<file path="config.mk">
export PLATFORM = sky130hd
export DESIGN_NAME = mem_stage_lsu
export DESIGN_NICKNAME = d
export VERILOG_FILES = /design/src/rtl/mem_stage_lsu.sv
export SDC_FILE = /design/constraint.sdc
export NUM_CORES = 1
export LEC_CHECK = 0
export CORE_ASPECT_RATIO = 0.8
export CORE_MARGIN = 2
export CORE_UTILIZATION = 43
export DETAILED_ROUTE_END_ITERATION = 10
export GPL_TIMING_DRIVEN = 0
export PLACE_DENSITY = 0.88
export SLEW_MARGIN = 20
export SYNTH_ARGS = -nofsm -noshare
export SYNTH_HDL_FRONTEND = slang
export SYNTH_SLANG_ARGS = --single-unit
export TNS_END_PERCENT = 5
</file>
<file path="constraint.sdc">
create_clock -name clk -period 4.3 [get_ports clk]
set_clock_uncertainty 0.2 [all_clocks]
set_input_delay 0.86 -clock clk [delete_from_list [all_inputs] [get_ports clk]]
set_output_delay 0.86 -clock clk [all_outputs]
set_load 0.02 [all_outputs]
</file>
<file path="src/rtl/mem_stage_lsu.sv">
// MEM-stage load/store unit: formats store data and byte enables, extends load data,
// drives the data-memory request/response bus and stalls the pipeline until the access completes.
module mem_stage_lsu #(
  parameter int size = 32
) (
  input  logic            clk,
  input  logic            reset,
  input  logic [size-1:0] ALU_out_MEM_in,
  input  logic [size-1:0] data2_MEM_in,
  input  logic            DMemWR_MEM_in,
  input  logic            mem_rd_en_MEM_in,
  input  logic [1:0]      store_size_MEM_in,
  input  logic [2:0]      load_size_MEM_in,
  input  logic            hold_in,
  output logic            dmem_req,
  output logic            dmem_we,
  output logic [size-1:0] dmem_addr,
  output logic [size-1:0] dmem_wdata,
  output logic [3:0]      dmem_be,
  input  logic            dmem_gnt,
  input  logic            dmem_rvalid,
  input  logic [size-1:0] dmem_rdata,
  output logic [size-1:0] load_data_MEM_out,
  output logic            lsu_stall,
  output logic            misalign_exc,
  output logic [1:0]      o_dbg_state
);

  typedef enum logic [1:0] {
    IDLE = 2'd0,
    WAIT = 2'd1,
    DONE = 2'd2
  } state_t;

  state_t          r_state;
  logic [1:0]      r_lane_q;
  logic [2:0]      r_size_q;
  logic [size-1:0] r_data_q;

  logic            w_store;
  logic            w_load_legal;
  logic            w_load;
  logic            w_op_valid;
  logic [1:0]      w_acc_size;
  logic            w_misalign;
  logic            w_go;
  logic [7:0]      w_byte;
  logic [15:0]     w_half;
  logic [size-1:0] w_rdata_fmt;

  // Handshake: dmem_req/dmem_gnt form a valid/ready pair; a transfer happens on a
  // clock edge where both are high. dmem_rvalid is honoured only in WAIT.

  always_comb begin
    w_load_legal = 1'b0;
    case (load_size_MEM_in)
      3'b000, 3'b001, 3'b010, 3'b100, 3'b101: w_load_legal = 1'b1;
      default:                                w_load_legal = 1'b0;
    endcase
  end

  assign w_store    = DMemWR_MEM_in && (store_size_MEM_in != 2'b11);
  assign w_load     = mem_rd_en_MEM_in && w_load_legal;
  assign w_op_valid = w_store || w_load;
  // Store wins when both are requested, so its size governs alignment.
  assign w_acc_size = w_store ? store_size_MEM_in : load_size_MEM_in[1:0];
  assign w_misalign = ((w_acc_size == 2'b01) && ALU_out_MEM_in[0]) ||
                      ((w_acc_size == 2'b10) && (ALU_out_MEM_in[1:0] != 2'b00));
  assign w_go       = (r_state == IDLE) && w_op_valid && !w_misalign;

  always_comb begin
    w_byte = 8'h00;
    case (r_lane_q)
      2'd0: w_byte = dmem_rdata[7:0];
      2'd1: w_byte = dmem_rdata[15:8];
      2'd2: w_byte = dmem_rdata[23:16];
      2'd3: w_byte = dmem_rdata[31:24];
      default: w_byte = 8'h00;
    endcase
    w_half = r_lane_q[1] ? dmem_rdata[31:16] : dmem_rdata[15:0];
    w_rdata_fmt = '0;
    case (r_size_q)
      3'b000:  w_rdata_fmt = {{24{w_byte[7]}}, w_byte};
      3'b001:  w_rdata_fmt = {{16{w_half[15]}}, w_half};
      3'b010:  w_rdata_fmt = dmem_rdata;
      3'b100:  w_rdata_fmt = {24'h000000, w_byte};
      3'b101:  w_rdata_fmt = {16'h0000, w_half};
      default: w_rdata_fmt = '0;
    endcase
  end

  always_comb begin
    dmem_req          = 1'b0;
    dmem_we           = 1'b0;
    dmem_addr         = '0;
    dmem_wdata        = '0;
    dmem_be           = 4'b0000;
    load_data_MEM_out = '0;
    lsu_stall         = 1'b0;
    misalign_exc      = 1'b0;
    if (reset) begin
      dmem_addr = {ALU_out_MEM_in[size-1:2], 2'b00};
      case (r_state)
        IDLE: begin
          if (w_op_valid && w_misalign) begin
            misalign_exc = 1'b1;
          end else if (w_go) begin
            dmem_req  = 1'b1;
            dmem_we   = w_store;
            lsu_stall = !(w_store && dmem_gnt);
            if (w_store) begin
              case (store_size_MEM_in)
                2'b00: begin
                  dmem_wdata = {4{data2_MEM_in[7:0]}};
                  dmem_be    = 4'b0001 << ALU_out_MEM_in[1:0];
                end
                2'b01: begin
                  dmem_wdata = {2{data2_MEM_in[15:0]}};
                  dmem_be    = ALU_out_MEM_in[1] ? 4'b1100 : 4'b0011;
                end
                default: begin
                  dmem_wdata = data2_MEM_in;
                  dmem_be    = 4'b1111;
                end
              endcase
            end
          end
        end
        WAIT: begin
          lsu_stall = !dmem_rvalid;
          if (dmem_rvalid) load_data_MEM_out = w_rdata_fmt;
        end
        DONE: load_data_MEM_out = r_data_q;
        default: ;
      endcase
    end
  end

  always_ff @(posedge clk or negedge reset) begin
    if (!reset) begin
      r_state  <= IDLE;
      r_lane_q <= 2'd0;
      r_size_q <= 3'd0;
      r_data_q <= '0;
    end else begin
      case (r_state)
        IDLE: begin
          if (w_go && dmem_gnt) begin
            if (w_store) begin
              r_data_q <= '0;
              if (hold_in) r_state <= DONE;
            end else begin
              r_lane_q <= ALU_out_MEM_in[1:0];
              r_size_q <= load_size_MEM_in;
              r_state  <= WAIT;
            end
          end
        end
        WAIT: begin
          if (dmem_rvalid) begin
            r_data_q <= w_rdata_fmt;
            r_state  <= hold_in ? DONE : IDLE;
          end
        end
        DONE: begin
          // The access already happened; just wait for the pipeline to move on.
          if (!hold_in) r_state <= IDLE;
        end
        default: r_state <= IDLE;
      endcase
    end
  end

  assign o_dbg_state = r_state;

endmodule
</file>
==> summary.txt <==
Ys Warns = 0
CTS tree = built
Placed Cells = 820
Crit. path cell count = 7
CP Max Fanout = 8
vias per inst = 5.70
Setup Viol. Count Final = 0
io pins = 214
R2R depth = 7
# rows = 30
Worst Hold Path Cells = 1
placed cell areas = 0.00612 mm^2
Cell Pwr Density = 403 mW/mm^2
crit end category = output pin
clk root buf = clkbuf_8
initial antenna violation count = 0
remaining global-route overflow = 0
Bufs and invs on worst path = 3
#FFs+latches synth = 39
commonest non-fill, non-tap cell in the layout = clkdlybuf4s50_1
max-slew violations = 0
Crit path top cell by count = clkdlybuf4s50_1
H-tree levels = 2
Nets = 826
Post-DP HPWL = 12.2 mm
Rel. slew slack = 52.0%
GR Util met1 = 42.2%
library cells used by synthesis = 48
initial DRC count = 365
PortBufs = 210
DRT antenna net count = 0
VDD IR-drop max = 0.293 mV
Num Clock Sinks = 39
most frequent cells in the layout = clkdlybuf4s50_1, nor2_1, a21oi_1
DRC errors left = 0
CP startpoint kind = input pin
Skew-Pair Late Insertion Delay = 0.30 ns
Worst-Margin Slew = 0.718 ns
EDFF count, synth = 0
first-pass GRT wire length = 22.4 mm
Layout Cells excl Fill = 828
# diodes = 0
Clock Path Buffers = 2
HP Class = register to register
width of the chip = 110 um
Global Route met3 Usage = 4.79%
GRT Total Usage = 29.5%
Design Area, Final = 0.00621 mm^2
post-CTS setup buffer count = 0
Max Freq = 0.235 GHz
period utilization = 99.0%
minimum clock period = 4.26 ns
Die H = 88.7 um
final hold vios = 0
synthesized cell area = 0.00386 mm^2
met2 usage = 46.7%
reg-to-reg endpoint = r_data_q[8]$_DFFE_PN0P_
total wire length = 14.8 mm
Setup WS pre-CTS = -0.336 ns
post-DR wirelength/cell = 17.9 um
vias in the first global route = 4,462
critical hold path startpoint = r_data_q[26]$_DFFE_PN0P_
sequential area share after synthesis = 25.3%
status = complete, no violations
worst flop-to-flop path startpoint = o_dbg_state[1]$_DFFE_PN0P_
CP peak stage delay = 0.56 ns
Mapped Cells = 496
Worst Hold Endpoint = r_data_q[26]$_DFFE_PN0P_
CP top delay family = buffers and inverters
initial cell density of the core = 44.9%
Layout area overhead = 60.9%
main flop type after synthesis = dfrtp_1
worst reg-to-reg setup slack = 1.66 ns
Arr. time, crit path = 3.20 ns
ys async rst share = 100%
RSZ-0062 raised after global routing = false
RePlAce Congestion = 0.924
Vias = 4,720
Setup WS post-layout = 0.0440 ns
CP Cell Sequence = clkdlybuf4s50_1, mux4_2, and3b_1, buf_6, a221oi_2, o21ai_0, clkdlybuf4s50_1
Lkg Pwr = 2.75 nW
slowest CP cell = clkdlybuf4s50_1
max cap viols = 0
core area = 0.00860 mm^2
Req. time, crit path = 3.24 ns
first drt pass iteration count = 5
Syn Area/Cell = 7.78 um^2
clk slew on worst S/H paths = 0.08 ns
share of cells above drive strength 1 = 11.7%
busiest grt layer = met2
CTS buffer count = 5
crit path kind = input pin to output pin
largest net degree at the start of global routing = 29
Die ar. = 0.00975 mm^2
## worst max-delay path by stage
stage                              start                    end  slack, ns
finish                    dmem_rdata[23]  load_data_MEM_out[14]       0.04
global route              dmem_rdata[15]  load_data_MEM_out[12]     0.0009
CTS                       dmem_rdata[23]  load_data_MEM_out[25]      -0.03
detailed placement  store_size_MEM_in[1]         dmem_wdata[25]      -0.34
global placement                   reset  load_data_MEM_out[13]      -1.65
floorplan           store_size_MEM_in[1]         dmem_wdata[13]       0.88
## synthesized netlist by cell type, drive strengths merged, types with 2 or more instances
cell	number	area share [%]
a21oi	57	7.4
dfrtp	39	25
a31oi	4	0.65
mux2i	27	7.1
a221oi	8	3.0
o21ai	40	5.2
mux2	43	13
o22ai	7	1.1
nor2	65	6.3
nand2	41	4.0
nor2b	5	0.81
clkbuf	24	2.4
nand2b	7	1.1
a211oi	9	1.9
and2	56	9.1
o2bb2ai	8	1.8
inv	7	0.68
nand3	3	0.39
nor3	2	0.26
a22oi	7	1.4
nor3b	2	0.65
o21bai	3	0.68
ha	3	0.97
buf	15	2.2
## sequential cells by signal (all words and copies together), names as in the netlist
name	flops
o_dbg_state	2
r_size_q	3
r_data_q	32
r_lane_q	2
## kinds of logic (layout without fill, tap and decap cells)
kind of cell | Yosys count | count (layout) | synth area share (%)
compound gates | 150 | 150 | 24.6
mux | 71 | 71 | 20.2
buf+inv | 46 | 265 | 5.22
simple gates | 186 | 186 | 23.5
other cells | 1 | 2 | 0.0972
fa+ha+maj | 3 | 3 | 0.973
flops | 39 | 39 | 25.3
## metrics by stage
| stage | hold slack (ns) | power (W) | util (%) | TNS, ns |
|---|---|---|---|---|
| floorplan | 0.258 | 0.00168 | - | 0 |
| global placement | 0.267 | 0.00215 | 71.0 | -115.46 |
| detailed placement | 0.292 | 0.00221 | 71.2 | -7.88 |
| CTS | 0.311 | 0.00246 | 71.9 | -0.0263 |
| global route | 0.315 | 0.00265 | 72.2 | 0 |
| finish | 0.306 | 0.00250 | 72.2 | 0 |
## final cells by class
type / count / area (um^2)
clock inverter: 1 / 5.00
buffer: 39 / 183
fill: 693 / 2390
timing repair buffer: 211 / 2100
tap: 112 / 140
sequential: 39 / 976
multi-input combinational: 412 / 2700
inverter: 7 / 26.3
clock buffer: 7 / 76.3
## timing repair
| item | CTS | global route |
|---|---|---|
| resized for setup | 35 | 17 |
| hold buffers | 0 | 0 |
| setup endpoints to repair | 41 | 29 |
## power by group
group          internal, W  total, W  switching, W
clock network     0.000114  0.000246      0.000132
registers         0.000509  0.000625      0.000116
logic             0.000711   0.00163      0.000922
## per-layer routing
metal  routed length, um  vias up
li1                    -     2191
met1                6520     2269
met2                6970      237
met3                1110       23
met4                 204        0
met5                   0        -
Power figures use the tool's default switching activity.
==> variant 1: new RTL, same flow settings <==
Reset style: synchronous (`reset`), changed in one clocked block.
--- a/src/rtl/mem_stage_lsu.sv
+++ b/src/rtl/mem_stage_lsu.sv
@@ -138,3 +138,3 @@
 
-  always_ff @(posedge clk or negedge reset) begin
+  always_ff @(posedge clk) begin
     if (!reset) begin
Check against the original RTL: differs if reset is asserted again (counterexample within 4 cycles, from zero or initial values and one cycle with reset low); with reset held inactive, the same outputs for 4 cycles.
==> variant 1 against the unedited design <==
- synthesized area decreased by 1.9%
- non-clock buffer count is 11 higher
- design area up 0.22%
- setup slack lost 9.3 ps
- sequential cell count is the same
- maximum frequency is 0.22% lower
- routed wire length grew 6.2%
- critical endpoint is now load_data_MEM_out[10]
Power is not compared: it rests on default switching activity, and its combinational part moved more than twofold at a synthesized area within 25%.
==> variant 1: results (changes against the unedited design) <==
Outcome = complete, no violations (unchanged)
First-pass DRT Iterations = 6 (was 5)
Placed Instances = 862 (was 820)
CP Capture Point = load_data_MEM_out[10] (was load_data_MEM_out[14])
Worst Hold End = r_data_q[25]$_SDFFE_PN0P_ (was r_data_q[26]$_DFFE_PN0P_)
Reg-to-reg critical path startpoint = o_dbg_state[1]$_SDFFE_PN0P_ (was o_dbg_state[1]$_DFFE_PN0P_)
Top post-synthesis cells by area = dfxtp_1 (21%), mux2i_1 (7.7%), nand2_1 (7.6%), nor2_1 (6.8%), and2_1 (6.6%) (was dfrtp_1 (25%), mux2_2 (12%), and2_1 (9.1%), a21oi_1 (7.4%), mux2i_1 (6.7%))
Dominant synthesized flop cell = dfxtp_1 (was dfrtp_1)
Slew margin rel. = 49.02% (was 51.99%)
Crit path from = dmem_rdata[15] (was dmem_rdata[23])
Layout Cells excl Fill = 870 (was 828)
Global-route wire length before repair = 23,870 um (was 22,400 um)
Vias in the first global route = 4,776 (was 4,462)
Post-DP HPWL = 12,570 um (was 12,190 um)
Vias/cell = 5.825 (was 5.700)
Drt first-iter violations = 411 (was 365)
Synthesized area per cell = 7.020 um^2 (was 7.780 um^2)
Share of cells above drive strength 1 = 8.311% (was 11.73%)
Gpl congestion = 0.9655 (was 0.9243)
Total GRT Usage = 31.87% (was 29.54%)
Yosys cell types = 53 (was 48)
Largest net degree at the start of global routing = 14 (was 29)
Hold Crit Class = flip-flop to flip-flop (unchanged)
Drt total wl = 15,730 um (was 14,800 um)
Fillers = 669 (was 693)
Post-synthesis async set-or-reset flop share = 0% (was 100.0%)
Register area share after synthesis = 20.63% (was 25.29%)
Critical path arrival = 3210 ps (was 3200 ps)
Synth cell count leaders = nand2_1 (77), nor2_1 (69), and2_1 (40) (was nor2_1 (65), a21oi_1 (57), and2_1 (56))
Hold depth = 2 (was 1)
Flop2flop setup slack = 2040 ps (was 1660 ps)
Reg2Reg Depth = 9 (was 7)
[variant 1: cell types whose count changed in the layout (fill, tap and decap cells not counted), moves of 9 or more]
cell            before  now
buf_6                1   10
o21ai_1              2   35
nand3_1              3   28
dfrtp_1             39    0
dfxtp_1              0   39
and2_1              55   40
dlymetal6s2s_1      10   32
mux2_2              40    7
a22oi_1              7   26
nand2_1             41   77
a21oi_1             57   20
dlygate4sd2_1       28    1
o21ai_0             38   25
[variant 1: layout make-up]
| cell class | instances | area [um^2] | area share, % |
|---|---|---|---|
| multi-input combinational | 443 | 2676 | 43.01 |
| buffer | 51 | 305.3 | 4.906 |
| timing repair buffer | 210 | 2181 | 35.05 |
| sequential | 39 | 780.7 | 12.55 |
| clock inverter | 3 | 43.79 | 0.7038 |
| clock buffer | 5 | 68.82 | 1.106 |
| tap | 112 | 140.1 | 2.252 |
| inverter | 7 | 26.28 | 0.4223 |
[variant 1: logic make-up (layout without fill, tap and decap cells)]
| group | after synthesis | count (layout) | share of synthesized area, % |
|---|---|---|---|
| and+or+nand+nor | 244 | 244 | 30.95 |
| other | 1 | 2 | 0.09911 |
| AOI/OAI and AO/OA | 154 | 154 | 26.85 |
| muxes | 40 | 40 | 11.74 |
| adders and majority gates | 3 | 3 | 0.9922 |
| DFF | 39 | 39 | 20.63 |
| buffers and inverters | 58 | 276 | 8.730 |
[variant 1: worst max-delay path, cell delays in order]
cell and delay, ps:
clkdlybuf4s50_1 570, mux4_2 280, nor4b_4 420, a221o_1 230, a22oi_1 90, nor2_1 140
clkdlybuf4s50_1 620
[variant 1: through the flow]
stage | worst slack [ps] | hold slack, ps | total power, mW | cell area [um^2]
6_report | 34.75 | 249.2 | 1.226 | 6222
5_1_grt | -76.59 | 271.0 | 1.274 | 6222
3_3_place_gp | 23.93 | 234.6 | 0.8891 | 6030
3_5_place_dp | -32.68 | 241.7 | 0.8996 | 6030
2_1_floorplan | 1072 | 228.0 | 0.6554 | 3787
4_1_cts | 1.080 | 252.4 | 1.211 | 6141
[variant 1: what timing repair did]
| action | in CTS | in global routing |
|---|---|---|
| gates resized for setup | 1 | 35 |
| pin swaps | 0 | 1 |
| setup endpoints to repair | 1 | 44 |
[variant 1: where the power goes]
group          switching [mW]  leakage, nW  total (mW)  internal [mW]
Combinational           0.282         2.38       0.531          0.248
Sequential            0.00558        0.315       0.372          0.367
Clock                   0.150       0.0581       0.323          0.173
Total                   0.438         2.75        1.23          0.788
[variant 1: per-layer routing]
metal	global-route usage, %	part of all wire, %	up-vias
met5	0	0	-
met4	8.625	2.0	0
met3	8.259	10	41
met2	51.50	46	339
met1	42.22	42	2342
li1	-	-	2346
==> variant 2: new RTL, same flow settings <==
Made on the original files. Register the output `o_dbg_state` once more, without a reset; this adds one clock of latency there. The other outputs are not delayed to match.
--- a/src/rtl/mem_stage_lsu.sv
+++ b/src/rtl/mem_stage_lsu.sv
@@ -173,3 +173,5 @@
 
-  assign o_dbg_state = r_state;
+  always_ff @(posedge clk) begin
+    o_dbg_state <= r_state;
+  end
 
Check against the original RTL: not equivalent (a bounded check fails within 4 cycles, from zero or initial values and one cycle with reset low).
==> variant 2 against the unedited design <==
- the run now ends with negative setup slack left
- synthesized area decreased by 1.6%
- sequential power increased by 3%
- largest power group unchanged
- routed wire length increased by 1.1%
- register-to-register slack improved by 330 ps
- sequential cell count increased by 2
- largest cell class unchanged
- critical path type unchanged
- design area decreased by 1.2%
- setup slack got worse by 87 ps
- total power increased by 4.9%
==> variant 2: results (changes against the unedited design) <==
# port buffers = 209 (was 210)
Worst-Skew Late Latency = 310 ps
Worst slew pin tran = 665.8 ps (was 717.6 ps)
CP max FO = 3 (was 8)
Sequential cell area = 0.001016 mm^2 (was 975.9 um^2)
Clock buffer cells = 6 (was 7)
DP Area = 0.006050 mm^2 (was 0.006120 mm^2)
Synth cell count leaders = nand2_1 (81), nor2_1 (55), a21oi_1 (50) (was nor2_1 (65), a21oi_1 (57), and2_1 (56))
Data buffer area share = 37.27% (was 36.80%)
Seq area share = 16.56% (was 15.72%)
Clk pin slew, worst setup/hold paths = 80 ps (about the same)
Post-route core utilization = 71.98% (was 72.23%)
First-pass DRT Iterations = 6 (was 5)
Failing checks = negative setup slack
Nets = 835 (was 826)
Xor and xnor area share after synthesis = 0% (unchanged)
Share of cells above drive strength 1 = 8.425% (was 11.73%)
Fillers = 679 (was 693)
P_leak = 2.559 nW (was 2.751 nW)
Vias in the first global route = 4,702 (was 4,462)
TritonCTS buffer count = 5 (unchanged)
Top post-synthesis cells by area = dfrtp_1 (26%), mux2i_1 (8.2%), nand2_1 (8.0%), and2_1 (6.8%), a21oi_1 (6.6%) (was dfrtp_1 (25%), mux2_2 (12%), and2_1 (9.1%), a21oi_1 (7.4%), mux2i_1 (6.7%))
Largest net degree at the start of global routing = 28 (was 29)
Post-Synth Adder-Cell Area = 0.9881% (was 0.9728%)
CTS root buf = clkbuf_8 (unchanged)
Sw Share = 49.77% (was 46.74%)
Global-route wire length before repair = 23,380 um (was 22,400 um)
Yosys cell types = 53 (was 48)
CTS max path bufs = 2 (unchanged)
Total GRT Usage = 30.86% (was 29.54%)
Comb group = 1.73 mW (was 1.63 mW)
Slowest CP cell = clkdlybuf4s50_1 (unchanged)
Outcome = finished with violations (was complete, no violations)
Clock Network Area Fraction = 1.326% (was 1.310%)
H-tree depth = 2 (unchanged)
Post-synthesis mux area share = 10.64% (was 20.23%)
Worst setup margin = -43.36 ps (was 44.05 ps)
Non-Clock Buffer Count = 255 (was 250)
Final Power = 2.626 mW (was 2.504 mW)
Vias/cell = 5.785 (was 5.700)
Inverter count = 6 (was 7)
Area delta synth->final = 61.46% (was 60.89%)
Register area share after synthesis = 26.75% (was 25.29%)
Final setup fails = 2 (was 0)
Gpl congestion = 0.9924 (was 0.9243)
Reg2Reg Depth = 8 (was 7)
Compound-Gate Fraction of Synth Area = 28.66% (was 24.64%)
WL/cell = 17.91 um (was 17.88 um)
Drt first-iter violations = 395 (was 365)
Post-synthesis async set-or-reset flop share = 95.12% (was 100.0%)
Worst vdd ir = 267.9 uV (was 292.9 uV)
Multi-input gate share of total cell area = 42.19% (was 43.49%)
FF+latch count = 41 (was 39)
Hold Crit Class = input port to async pin (was flip-flop to flip-flop)
Slowest stage delay, CP = 630 ps (was 560 ps)
Post-DP HPWL = 11,890 um (was 12,190 um)
Largest registers = r_data_q x32, r_size_q x3 (unchanged)
CP top delay family = buffers and inverters (unchanged)
Comb_multi_in = 415 (was 412)
Critical path arrival = 3280 ps (was 3200 ps)
## variant 2: timing repair
| item | in CTS | in global routing |
|---|---|---|
| resized for setup | 40 | 4 |
| pin swaps | 2 | 0 |
| gates cloned | 0 | 0 |
| setup endpoints to repair | 40 | 16 |
| buffers inserted | 1 | 0 |
| hold buffers | 0 | 0 |
## variant 2: worst paths after layout
path	start	endpoint	slack, ps
setup / recovery	dmem_rdata[23]	load_data_MEM_out[31]	-40
hold / removal	reset	r_data_q[29]$_DFFE_PN0P_	220
setup reg to reg	r_state[0]$_DFFE_PN0P_	r_data_q[27]$_DFFE_PN0P_	1990
hold reg to reg	r_state[1]$_DFFE_PN0P_	o_dbg_state[1]$_DFF_P_	260
max in group asynchronous	reset	r_state[0]$_DFFE_PN0P_	3240
min in group clk	r_state[1]$_DFFE_PN0P_	o_dbg_state[1]$_DFF_P_	260
## variant 2: kinds of logic (layout without fill, tap and decap cells)
group	after synthesis	count (layout)
DFF	41	41
muxes	38	38
AOI/OAI and AO/OA	159	159
other	1	2
adders and majority gates	3	3
buffers and inverters	50	268
and+or+nand+nor	213	213
## variant 2: through the flow
| step | worst slack [ps] | setup TNS [ps] | hold slack, ps | std cells |
|---|---|---|---|---|
| floorplan | 897.3 | 0 | 206.0 | 506 |
| global placement | -1668 | -93500 | 229.6 | 827 |
| detailed placement | -261.5 | -5225 | 244.6 | 828 |
| CTS | 16.15 | 0 | 231.1 | 836 |
| global route | -65.61 | -228.8 | 235.2 | 836 |
| finish | -43.36 | -46.78 | 223.1 | 836 |
## variant 2: per-layer routing
metal	global-route usage, %	up-vias	part of all wire (%)
met1	39.64	2263	40
li1	-	2214	-
met2	51.21	306	47
met4	10.72	0	3.0
met5	0	-	0
met3	7.143	53	10
